## src/rtl/butterfly_cordic_pipe_if.sv

```systemverilog
// Streaming butterfly bus: input sample with twiddle/control, output pair,
// valid/ready in both directions and the sticky overflow flag.
//   slave  : view of the butterfly itself
//   master : view of the upstream/downstream stage driving it
interface butterfly_cordic_pipe_if #(
  parameter int unsigned DATA_WIDTH = 16,
  parameter int unsigned ANGLE_BITS = 16
);
  logic                       valid_i;
  logic                       ready_o;
  logic [ANGLE_BITS-1:0]      twid_i;
  logic                       inv_i;
  logic                       scale_i;
  logic [1:0][DATA_WIDTH-1:0] a_i;
  logic [1:0][DATA_WIDTH-1:0] b_i;
  logic [1:0][DATA_WIDTH-1:0] a_o;
  logic [1:0][DATA_WIDTH-1:0] b_o;
  logic                       valid_o;
  logic                       ready_i;
  logic                       ovf_o;

  modport slave (
    input  valid_i, twid_i, inv_i, scale_i, a_i, b_i, ready_i,
    output ready_o, a_o, b_o, valid_o, ovf_o
  );

  modport master (
    output valid_i, twid_i, inv_i, scale_i, a_i, b_i, ready_i,
    input  ready_o, a_o, b_o, valid_o, ovf_o
  );
endinterface

```

## src/rtl/butterfly_cordic_pipe.sv

```systemverilog
// Fully pipelined radix-2 butterfly with CORDIC twiddle rotation.
//   a_o = a + W*b, b_o = a - W*b, W = e^(-/+ j*2*pi*k/2^ANGLE_BITS) (inv_i selects +)
//   Optional per-sample halving (scale_i, round-half-up). One butterfly per cycle.
// Ports:
//   clk_i  : clock
//   rst    : synchronous active-high reset
//   bus    : butterfly_cordic_pipe_if.slave (valid/ready in, twid/inv/scale,
//            a/b in, a/b out, valid/ready out, sticky ovf_o)
// Build option:
//   BFLY_SAT_EN : clamp butterfly results to DATA_WIDTH and flag ovf_o;
//                 when undefined results wrap and ovf_o is tied low.
// Latency is ITERS+3 enabled cycles: quadrant, ITERS micro-rotations, gain, butterfly.
module butterfly_cordic_pipe #(
  parameter int unsigned DATA_WIDTH = 16,
  parameter int unsigned FRAC_BITS  = 15,
  parameter int unsigned ITERS      = 14,
  parameter int unsigned ANGLE_BITS = FRAC_BITS + 1
) (
  input  logic                  clk_i,
  input  logic                  rst,
  butterfly_cordic_pipe_if.slave bus
);

  localparam int unsigned DW   = DATA_WIDTH;
  localparam int unsigned XW   = DW + 2;          // CORDIC datapath
  localparam int unsigned ZW   = ANGLE_BITS + 2;  // angle accumulator
  localparam int unsigned GW   = DW + 1;          // rotated b after gain
  localparam int unsigned SW   = DW + 2;          // butterfly sums
  localparam int unsigned GC_W = FRAC_BITS + 2;   // signed gain constant
  localparam int unsigned PW   = XW + GC_W;       // gain product
  localparam real         PI   = 3.14159265358979;

  // Elaboration-time helpers (real arithmetic only, no math library needed)
  function automatic real pow2r(input int n);
    real r;
    r = 1.0;
    for (int i = 0; i < n; i++) r = r * 2.0;
    return r;
  endfunction

  // atan(2^-i) in angle codes (2^ANGLE_BITS per turn), Taylor series for i>0
  function automatic int atan_code(input int i);
    real x, term, acc, sgn;
    if (i == 0) begin
      acc = PI / 4.0;
    end else begin
      x    = 1.0 / pow2r(i);
      term = x;
      acc  = 0.0;
      sgn  = 1.0;
      for (int n = 0; n < 40; n++) begin
        acc  = acc + sgn * term / $itor(2 * n + 1);
        term = term * x * x;
        sgn  = -sgn;
      end
    end
    return $rtoi(acc * pow2r(int'(ANGLE_BITS)) / (2.0 * PI) + 0.5);
  endfunction

  // round(2^FRAC_BITS / K), K = prod sqrt(1 + 2^-2i); sqrt via Newton iteration
  function automatic int gain_code();
    real k2, s;
    k2 = 1.0;
    for (int i = 0; i < int'(ITERS); i++) k2 = k2 * (1.0 + 1.0 / pow2r(2 * i));
    s = k2;
    for (int n = 0; n < 40; n++) s = 0.5 * (s + k2 / s);
    return $rtoi(pow2r(int'(FRAC_BITS)) / s + 0.5);
  endfunction

  localparam logic signed [GC_W-1:0] GAIN_S = GC_W'(gain_code());
  localparam logic signed [PW-1:0]   HALF_S = $signed(PW'(1) << (FRAC_BITS - 1));
  localparam logic signed [SW-1:0]   ONE_S  = $signed(SW'(1));
  localparam logic signed [SW-1:0]   S_MAX  = $signed(SW'({1'b0, {(DW-1){1'b1}}}));
  localparam logic signed [SW-1:0]   S_MIN  = ~S_MAX;

  // Two's complement negate that maps the most negative code to the maximum
  function automatic logic signed [DW-1:0] sneg(input logic signed [DW-1:0] v);
    if (v == $signed({1'b1, {(DW-1){1'b0}}})) return $signed({1'b0, {(DW-1){1'b1}}});
    return -v;
  endfunction

  // Arithmetic right shift with round-half-up, keeps the CORDIC error zero-mean
  function automatic logic signed [XW-1:0] rsh(input logic signed [XW-1:0] v,
                                               input int unsigned sh);
    logic signed [XW-1:0] bias;
    if (sh == 0) return v;
    bias = $signed(XW'(1) << (sh - 1));
    return (v + bias) >>> sh;
  endfunction

`ifdef BFLY_SAT_EN
  // {saturated, value}: optional halving then clamp to DW bits
  function automatic logic [DW:0] narrow(input logic signed [SW-1:0] s, input logic sc);
    logic signed [SW-1:0] v;
    v = sc ? ((s + ONE_S) >>> 1) : s;
    if (v > S_MAX) return {1'b1, DW'(S_MAX)};
    if (v < S_MIN) return {1'b1, DW'(S_MIN)};
    return {1'b0, DW'(v)};
  endfunction
`else
  // Optional halving then wrap to DW bits
  function automatic logic [DW-1:0] narrow(input logic signed [SW-1:0] s, input logic sc);
    logic signed [SW-1:0] v;
    v = sc ? ((s + ONE_S) >>> 1) : s;
    return DW'(v);
  endfunction
`endif

  // Pipeline registers
  logic                  r_valid_o;
  logic [1:0][DW-1:0]    r_a_o;
  logic [1:0][DW-1:0]    r_b_o;
  logic [ITERS+1:0]      r_vld;
  logic [ITERS+1:0]      r_sc;
  logic [1:0][DW-1:0]    r_a [0:ITERS+1];
  logic signed [XW-1:0]  r_x [0:ITERS];
  logic signed [XW-1:0]  r_y [0:ITERS];
  logic signed [ZW-1:0]  r_z [0:ITERS-1];
  logic signed [GW-1:0]  r_gx;
  logic signed [GW-1:0]  r_gy;

  logic                  w_en;
  logic [ANGLE_BITS-1:0] w_rot;
  logic signed [DW-1:0]  w_bre, w_bim, w_qx, w_qy;

  // Global enable: advance unless a valid output is being held back
  assign w_en        = bus.ready_i | ~r_valid_o;
  assign bus.ready_o = w_en;

  // Counter-clockwise rotation code: -k for forward, +k for inverse
  assign w_rot = bus.inv_i ? bus.twid_i : ANGLE_BITS'(0) - bus.twid_i;
  assign w_bre = $signed(bus.b_i[0]);
  assign w_bim = $signed(bus.b_i[1]);

  // Quadrant pre-rotation by multiples of 90 degrees
  always_comb begin
    w_qx = w_bre;
    w_qy = w_bim;
    unique case (w_rot[ANGLE_BITS-1 -: 2])
      2'd0: begin w_qx = w_bre;       w_qy = w_bim;       end
      2'd1: begin w_qx = sneg(w_bim); w_qy = w_bre;       end
      2'd2: begin w_qx = sneg(w_bre); w_qy = sneg(w_bim); end
      default: begin w_qx = w_bim;    w_qy = sneg(w_bre); end
    endcase
  end

  // Stage valid bits and scale delay line
  always_ff @(posedge clk_i) begin
    if (rst) begin
      r_vld <= '0;
    end else if (w_en) begin
      r_vld <= {r_vld[ITERS:0], bus.valid_i};
    end
  end

  // Data stage 0 and the a/scale delay lines (no reset needed on data)
  always_ff @(posedge clk_i) begin
    if (w_en) begin
      r_x[0] <= XW'(w_qx);
      r_y[0] <= XW'(w_qy);
      r_z[0] <= $signed(ZW'(w_rot[ANGLE_BITS-3:0]));
      r_a[0] <= bus.a_i;
      r_sc   <= {r_sc[ITERS:0], bus.scale_i};
      for (int k = 1; k <= int'(ITERS) + 1; k++) r_a[k] <= r_a[k-1];
    end
  end

  // CORDIC micro-rotation stages 1..ITERS
  for (genvar gi = 1; gi <= int'(ITERS); gi++) begin : g_stage
    localparam int unsigned          SH     = gi - 1;
    localparam logic signed [ZW-1:0] ATAN_C = ZW'(atan_code(gi - 1));
    logic signed [XW-1:0] w_xs, w_ys;
    logic                 w_neg;

    assign w_xs  = rsh(r_x[gi-1], SH);
    assign w_ys  = rsh(r_y[gi-1], SH);
    assign w_neg = r_z[gi-1][ZW-1];

    always_ff @(posedge clk_i) begin
      if (w_en) begin
        if (!w_neg) begin
          r_x[gi] <= r_x[gi-1] - w_ys;
          r_y[gi] <= r_y[gi-1] + w_xs;
        end else begin
          r_x[gi] <= r_x[gi-1] + w_ys;
          r_y[gi] <= r_y[gi-1] - w_xs;
        end
      end
    end

    // Last stage needs no residual angle
    if (gi < int'(ITERS)) begin : g_z
      always_ff @(posedge clk_i) begin
        if (w_en) r_z[gi] <= w_neg ? r_z[gi-1] + ATAN_C : r_z[gi-1] - ATAN_C;
      end
    end
  end

  // CORDIC gain compensation, rounded
  logic signed [PW-1:0] w_px, w_py;
  assign w_px = PW'(r_x[ITERS]) * PW'(GAIN_S);
  assign w_py = PW'(r_y[ITERS]) * PW'(GAIN_S);

  always_ff @(posedge clk_i) begin
    if (w_en) begin
      r_gx <= GW'((w_px + HALF_S) >>> FRAC_BITS);
      r_gy <= GW'((w_py + HALF_S) >>> FRAC_BITS);
    end
  end

  // Butterfly sums
  logic signed [SW-1:0] w_are, w_aim, w_gre, w_gim;
  logic [DW-1:0]        w_oar, w_oai, w_obr, w_obi;
  logic                 w_sc;

  assign w_are = SW'($signed(r_a[ITERS+1][0]));
  assign w_aim = SW'($signed(r_a[ITERS+1][1]));
  assign w_gre = SW'(r_gx);
  assign w_gim = SW'(r_gy);
  assign w_sc  = r_sc[ITERS+1];

`ifdef BFLY_SAT_EN
  logic [DW:0] w_nar, w_nai, w_nbr, w_nbi;
  logic        w_sat;
  logic        r_ovf;

  assign w_nar = narrow(w_are + w_gre, w_sc);
  assign w_nai = narrow(w_aim + w_gim, w_sc);
  assign w_nbr = narrow(w_are - w_gre, w_sc);
  assign w_nbi = narrow(w_aim - w_gim, w_sc);
  assign w_oar = w_nar[DW-1:0];
  assign w_oai = w_nai[DW-1:0];
  assign w_obr = w_nbr[DW-1:0];
  assign w_obi = w_nbi[DW-1:0];
  assign w_sat = w_nar[DW] | w_nai[DW] | w_nbr[DW] | w_nbi[DW];

  // Sticky flag, set when a clamped sample is presented
  always_ff @(posedge clk_i) begin
    if (rst) begin
      r_ovf <= 1'b0;
    end else if (w_en && r_vld[ITERS+1] && w_sat) begin
      r_ovf <= 1'b1;
    end
  end
  assign bus.ovf_o = r_ovf;
`else
  assign w_oar = narrow(w_are + w_gre, w_sc);
  assign w_oai = narrow(w_aim + w_gim, w_sc);
  assign w_obr = narrow(w_are - w_gre, w_sc);
  assign w_obi = narrow(w_aim - w_gim, w_sc);
  assign bus.ovf_o = 1'b0;
`endif

  // Output register, held while downstream stalls
  always_ff @(posedge clk_i) begin
    if (rst) begin
      r_valid_o <= 1'b0;
      r_a_o     <= '0;
      r_b_o     <= '0;
    end else if (w_en) begin
      r_valid_o <= r_vld[ITERS+1];
      if (r_vld[ITERS+1]) begin
        r_a_o[0] <= w_oar;
        r_a_o[1] <= w_oai;
        r_b_o[0] <= w_obr;
        r_b_o[1] <= w_obi;
      end
    end
  end

  assign bus.valid_o = r_valid_o;
  assign bus.a_o     = r_a_o;
  assign bus.b_o     = r_b_o;

endmodule

```

## src/flat_wrapper.sv

```systemverilog
// flat-port wrapper written by rule: the top's interface ports become plain ports
module butterfly_cordic_pipe_flat 
#(
  parameter int unsigned DATA_WIDTH = 16,
  parameter int unsigned FRAC_BITS  = 15,
  parameter int unsigned ITERS      = 14,
  parameter int unsigned ANGLE_BITS = FRAC_BITS + 1
)
  (clk_i, rst, bus_valid_i, bus_twid_i, bus_inv_i, bus_scale_i, bus_a_i, bus_b_i, bus_ready_i, bus_ready_o, bus_a_o, bus_b_o, bus_valid_o, bus_ovf_o);
  butterfly_cordic_pipe_if #(.DATA_WIDTH(DATA_WIDTH), .ANGLE_BITS(ANGLE_BITS)) bus_i ();
  input  logic clk_i;
  input  logic rst;
  input wire logic [$bits(bus_i.valid_i)-1:0] bus_valid_i;
  input wire logic [$bits(bus_i.twid_i)-1:0] bus_twid_i;
  input wire logic [$bits(bus_i.inv_i)-1:0] bus_inv_i;
  input wire logic [$bits(bus_i.scale_i)-1:0] bus_scale_i;
  input wire logic [$bits(bus_i.a_i)-1:0] bus_a_i;
  input wire logic [$bits(bus_i.b_i)-1:0] bus_b_i;
  input wire logic [$bits(bus_i.ready_i)-1:0] bus_ready_i;
  output wire logic [$bits(bus_i.ready_o)-1:0] bus_ready_o;
  output wire logic [$bits(bus_i.a_o)-1:0] bus_a_o;
  output wire logic [$bits(bus_i.b_o)-1:0] bus_b_o;
  output wire logic [$bits(bus_i.valid_o)-1:0] bus_valid_o;
  output wire logic [$bits(bus_i.ovf_o)-1:0] bus_ovf_o;
  assign bus_i.valid_i = bus_valid_i;
  assign bus_i.twid_i = bus_twid_i;
  assign bus_i.inv_i = bus_inv_i;
  assign bus_i.scale_i = bus_scale_i;
  assign bus_i.a_i = bus_a_i;
  assign bus_i.b_i = bus_b_i;
  assign bus_i.ready_i = bus_ready_i;
  assign bus_ready_o = bus_i.ready_o;
  assign bus_a_o = bus_i.a_o;
  assign bus_b_o = bus_i.b_o;
  assign bus_valid_o = bus_i.valid_o;
  assign bus_ovf_o = bus_i.ovf_o;
  butterfly_cordic_pipe #(.DATA_WIDTH(DATA_WIDTH), .FRAC_BITS(FRAC_BITS), .ITERS(ITERS), .ANGLE_BITS(ANGLE_BITS)) u_core (.clk_i(clk_i), .rst(rst), .bus(bus_i));
endmodule
```

## config.mk

```make
export PLATFORM = sky130hd
export DESIGN_NAME = butterfly_cordic_pipe_flat
export DESIGN_NICKNAME = d
export VERILOG_FILES = /design/src/rtl/butterfly_cordic_pipe_if.sv /design/src/rtl/butterfly_cordic_pipe.sv /design/src/flat_wrapper.sv
export SDC_FILE = /design/constraint.sdc
export NUM_CORES = 2
export LEC_CHECK = 0
export CAP_MARGIN = 20
export CORE_ASPECT_RATIO = 1.4
export CORE_MARGIN = 2
export CORE_UTILIZATION = 58
export CTS_CLUSTER_SIZE = 10
export DETAILED_ROUTE_END_ITERATION = 10
export MAX_ROUTING_LAYER = met4
export PLACE_DENSITY = 0.9
export SYNTH_ARGS = -nofsm -noshare
export SYNTH_HDL_FRONTEND = slang
export SYNTH_SLANG_ARGS = --single-unit
```

## constraint.sdc

```tcl
create_clock -name clk_i -period 25.5 [get_ports clk_i]
set_clock_uncertainty 0.05 [all_clocks]
set_input_delay 3.825 -clock clk_i [delete_from_list [all_inputs] [get_ports clk_i]]
set_output_delay 3.825 -clock clk_i [all_outputs]
set_load 0.005 [all_outputs]
```

* After elaboration in Yosys (flattened, before gate mapping)
Memory sizes are Yosys's and may differ from the RTL's.
Index checks and enable logic that the tools add are counted.
** Word-level totals
- Register bits after elaboration :: 131
- Bits in writable memories :: 1304
- Input bits :: 86
- Output and inout port bits :: 67
- Logic and storage cells :: 318
- Memories kept :: 4
** Memory list
- u_core.r_a :: words 16, width 32, rd ports 16, clocked after Yosys merged registers in 0, wr ports 16, line butterfly_cordic_pipe.sv:115 : logic [1:0][DW-1:0] r_a [0:ITERS+1];
- u_core.r_x :: words 15, width 18, rd ports 15, clocked after Yosys merged registers in 0, wr ports 15, line butterfly_cordic_pipe.sv:116 : logic signed [XW-1:0] r_x [0:ITERS];
- u_core.r_y :: words 15, width 18, rd ports 15, clocked after Yosys merged registers in 0, wr ports 15, line butterfly_cordic_pipe.sv:117 : logic signed [XW-1:0] r_y [0:ITERS];
- u_core.r_z :: words 14, width 18, rd ports 14, clocked after Yosys merged registers in 0, wr ports 14, line butterfly_cordic_pipe.sv:118 : logic signed [ZW-1:0] r_z [0:ITERS-1];
** Operators by class
- $add $sub $neg :: 120
- $mul :: 2
- Equality and inequality tests :: 4
- Multiplexer cells :: 146
- Bitwise gates (word level) :: 30
- Reductions and logical operators :: 3
** Operators by type and width (count)
- $mux 18 :: 41
- $mux 16 :: 11
- $pmux 16 s3 :: 2
- $mux 1 :: 92
- $add 17x2->17 const B :: 4
- $add 32x16->32 const B :: 2
- $mul 18x15->31 const B :: 2
- $add 18x10->18 const B :: 3
- $add 18x11->18 const B :: 3
- $add 18x12->18 const B :: 3
- $add 18x13->18 const B :: 3
- $add 18x14->18 const B :: 3
- $add 18x3->18 const B :: 3
- $add 18x4->18 const B :: 3
- $add 18x5->18 const B :: 3
- $add 18x6->18 const B :: 3
- $add 18x7->18 const B :: 3
- $add 18x8->18 const B :: 3
- $add 18x9->18 const B :: 3
- $add 18x10->18 :: 2
- $add 18x11->18 :: 2
- $add 18x12->18 :: 2
- $add 18x13->18 :: 2
- $add 18x14->18 :: 2
- other kinds (50) :: 105

* Logic depth before layout (Yosys ltp)
- Depth in word-level cells :: 7
- Gate-level depth with buffers :: 26
- Mapped depth without buffers :: 25

* Worst setup path before layout
OpenSTA, ideal clock, no wires.
- Path type :: input port to output port
- From :: input bus_ready_i
- To :: output bus_ready_o
- Arrival :: 20.840 ns
- Data required time :: 21.625 ns
- Slack :: 0.785 ns
- Cell stages on the path :: 5
- Path buffers :: 3
- Cell sequence :: nor2b_1 > clkbuf_1 > clkbuf_1 > buf_1 > inv_1
** On the way
- Word-level cells in the longest chain between the ends :: 1
** RTL lines
- from (decl) :: line flat_wrapper.sv:19 : input wire logic [$bits(bus_i.ready_i)-1:0] bus_ready_i;
- $or 1x1->1 :: line butterfly_cordic_pipe.sv:127 : assign w_en = bus.ready_i | ~r_valid_o;
- to (decl) :: line flat_wrapper.sv:20 : output wire logic [$bits(bus_i.ready_o)-1:0] bus_ready_o;
No other way between the ends.

* Worst setup path in the final report
Same ends and word-level chain as after synthesis.

==> run summary <==
Half-perimeter wire length after detailed placement = 174.1 mm
Post-Synthesis Cell Area = 98740 um2
Total grt overflow = 0
CP Launch Type = input port
CP max-delay cell = clkdlybuf4s50_1
Die Height = 492.2 um
Htree depth = 4
Worst Path Required = 21620 ps
Synth area leader = edfxtp_1
Synthesized area per cell = 10.41 um2
Sink Count = 1405
CTS tree = built
Main synth FF type = edfxtp_1
WS Path Type = in2out
Most common cell after layout, fill and taps aside = edfxtp_1
Largest net degree at the start of global routing = 139
Unrepaired setup endpoints after global routing = no
Core Footprint = 169500 um2
Fin util = 63.48%
Initial antenna violation count = 5
Post-DP Area = 102800 um2
Drt initial violations = 6118
Crit end category = primary output
WHS = 348.3 ps
Io pins = 153
Via count = 73156
Port Buffers = 151
# setup viols final = 0
Root Buffer = clkbuf_16
Chip Width = 352.7 um
Setup TNS = 0 ps
# nets final = 11081
Tmin final = 9958 ps
Drt wl/cell = 20.07 um
Die Area = 173600 um2
Most used cell, CP = clkdlybuf4s50_1
Async set-reset flop share out of synthesis = 0%
Worst path cell trace = clkdlybuf4s50_1 -> nor2b_4 -> buf_4 -> inv_8 -> clkdlybuf4s50_1
GP Congestion = 0.9813
Slew @ Worst Pin = 1047 ps
Netlist cell types = 106
# rows = 179
Hold WC Path Type = reg2reg
CTS clk-pin slew, worst paths = 60 ps
Layout cells sized above 1 = 3.287%
MaxCap Viol Count = 0
GRT Total Usage = 28.09%
Synth warn = 0
Sequential area share after synthesis = 41.91%
Clk buf depth = 3
Finished Cell Area = 107600 um2
Area grow syn2layout = 9.007%
Hold_buf cts = 0
Slew HR = 30.21%
Most frequent cells in the layout = edfxtp_1, ha_1, inv_1
#FFs+latches synth = 1405
Fmax = 0.1004 GHz
Residual DRC = 0
Top cell type's share of synthesized area = 40.27%
Total CTS buffers = 163
Synth area leaders = edfxtp_1, ha_1, xnor2_1, fa_1, xor2_1
Largest fanout on the critical path = 138
Post-route ant nets = 0
Final Cycle Share = 39.05%
Post-DR vias/cell = 6.094
Net Count, Synth = 10882
Number of flops mapped to enable cells by yosys = 1324
Global-route wire length before repair = 380.3 mm
Post-Syn Instances = 9486
Vias in the first global route = 74762
DR pass1 iterations = 6
Cts repair resizes = 0
Post-Route WL = 240.9 mm
Max stage delay on crit path = 660 ps
Worst Path Arrival = 6080 ps
Final hold vios = 0
Outcome = complete, no violations
Total setup buffers inserted after CTS = 0
Clock Latency Late Sink = 840 ps
Max-slew violation count = 0
Initial core utilization = 58.24%
[cells by family after synthesis]
kind of cell	Yosys count	share of synthesized area, %
buf+inv	1043	3.975
other cells	1	0.003798
fa+ha+maj	1311	18.46
flops	1405	41.91
simple gates	2500	11.93
xor+xnor	1201	10.65
mux	52	0.5309
compound gates	1973	12.54
[area by class of cell]
cell class,count,area (um2)
tap,2262,2830
inverter,877,3299
multi-input combinational,7038,53480
fill,12457,61910
sequential,1405,41380
timing repair buffer,200,1934
clock inverter,26,431.7
antenna,7,17.52
clock buffer,189,4259
[synthesized netlist by cell type (84+ instances only)]
library cell	n
o21bai_1	141
nor2_1	821
and3_1	128
a21oi_1	655
a21o_1	136
edfxtp_1	1324
inv_1	876
fa_1	243
nand2_1	549
nor3_1	187
nand3_1	344
o21ai_0	425
ha_1	1067
a31oi_1	100
xor2_1	403
nor2b_1	84
clkbuf_1	150
xnor2_1	798
[sequential cells by signal (all words and copies together) (netlist names)]
signal	flops
u_core.r_a	512
u_core.bus.a_o	32
u_core.bus.valid_o	1
u_core.r_gx	17
u_core.r_gy	17
u_core.bus.b_o	32
u_core.r_vld	16
u_core.r_sc	16
u_core.r_z	227
u_core.r_y	268
u_core.r_x	267
[metrics by stage]
stage | instances | worst slack (ps)
floorplan | 9486 | 785.2
global placement | 11779 | 15580
detailed placement | 11779 | 15560
CTS | 11994 | 15560
global route | 12002 | 15430
finish | 12004 | 15540
[metal layers]
| layer | wire (um) | vias to the layer above | GRT usage, % |
|---|---|---|---|
| li1 | - | 34225 | - |
| met1 | 83050 | 34829 | 27.80 |
| met3 | 13430 | 1144 | 4.252 |
| met4 | 17890 | 0 | 17.59 |
| met5 | 0 | - | - |
| met2 | 126600 | 2958 | 51.34 |
[critical path: cells and delay by family]
family | cells | cell delay [ps]
buffers and inverters | 4 | 2030
and+or+nand+nor | 1 | 50
[path summary, 6_finish.rpt]
check,startpoint,depth (start not counted),slack (ps),endpoint
hold reg to reg,u_core.r_a[1][208],0,350,u_core.r_a[1][240]
setup reg to reg,u_core.r_y[1][120],23,17440,u_core.r_gy[16]
setup / recovery,bus_ready_i,5,15540,bus_ready_o
hold / removal,u_core.r_a[1][208],0,350,u_core.r_a[1][240]
Power is left out: the tool's default activity adds up to more than one toggle a clock period on the data nets, which glitch-free logic cannot reach.
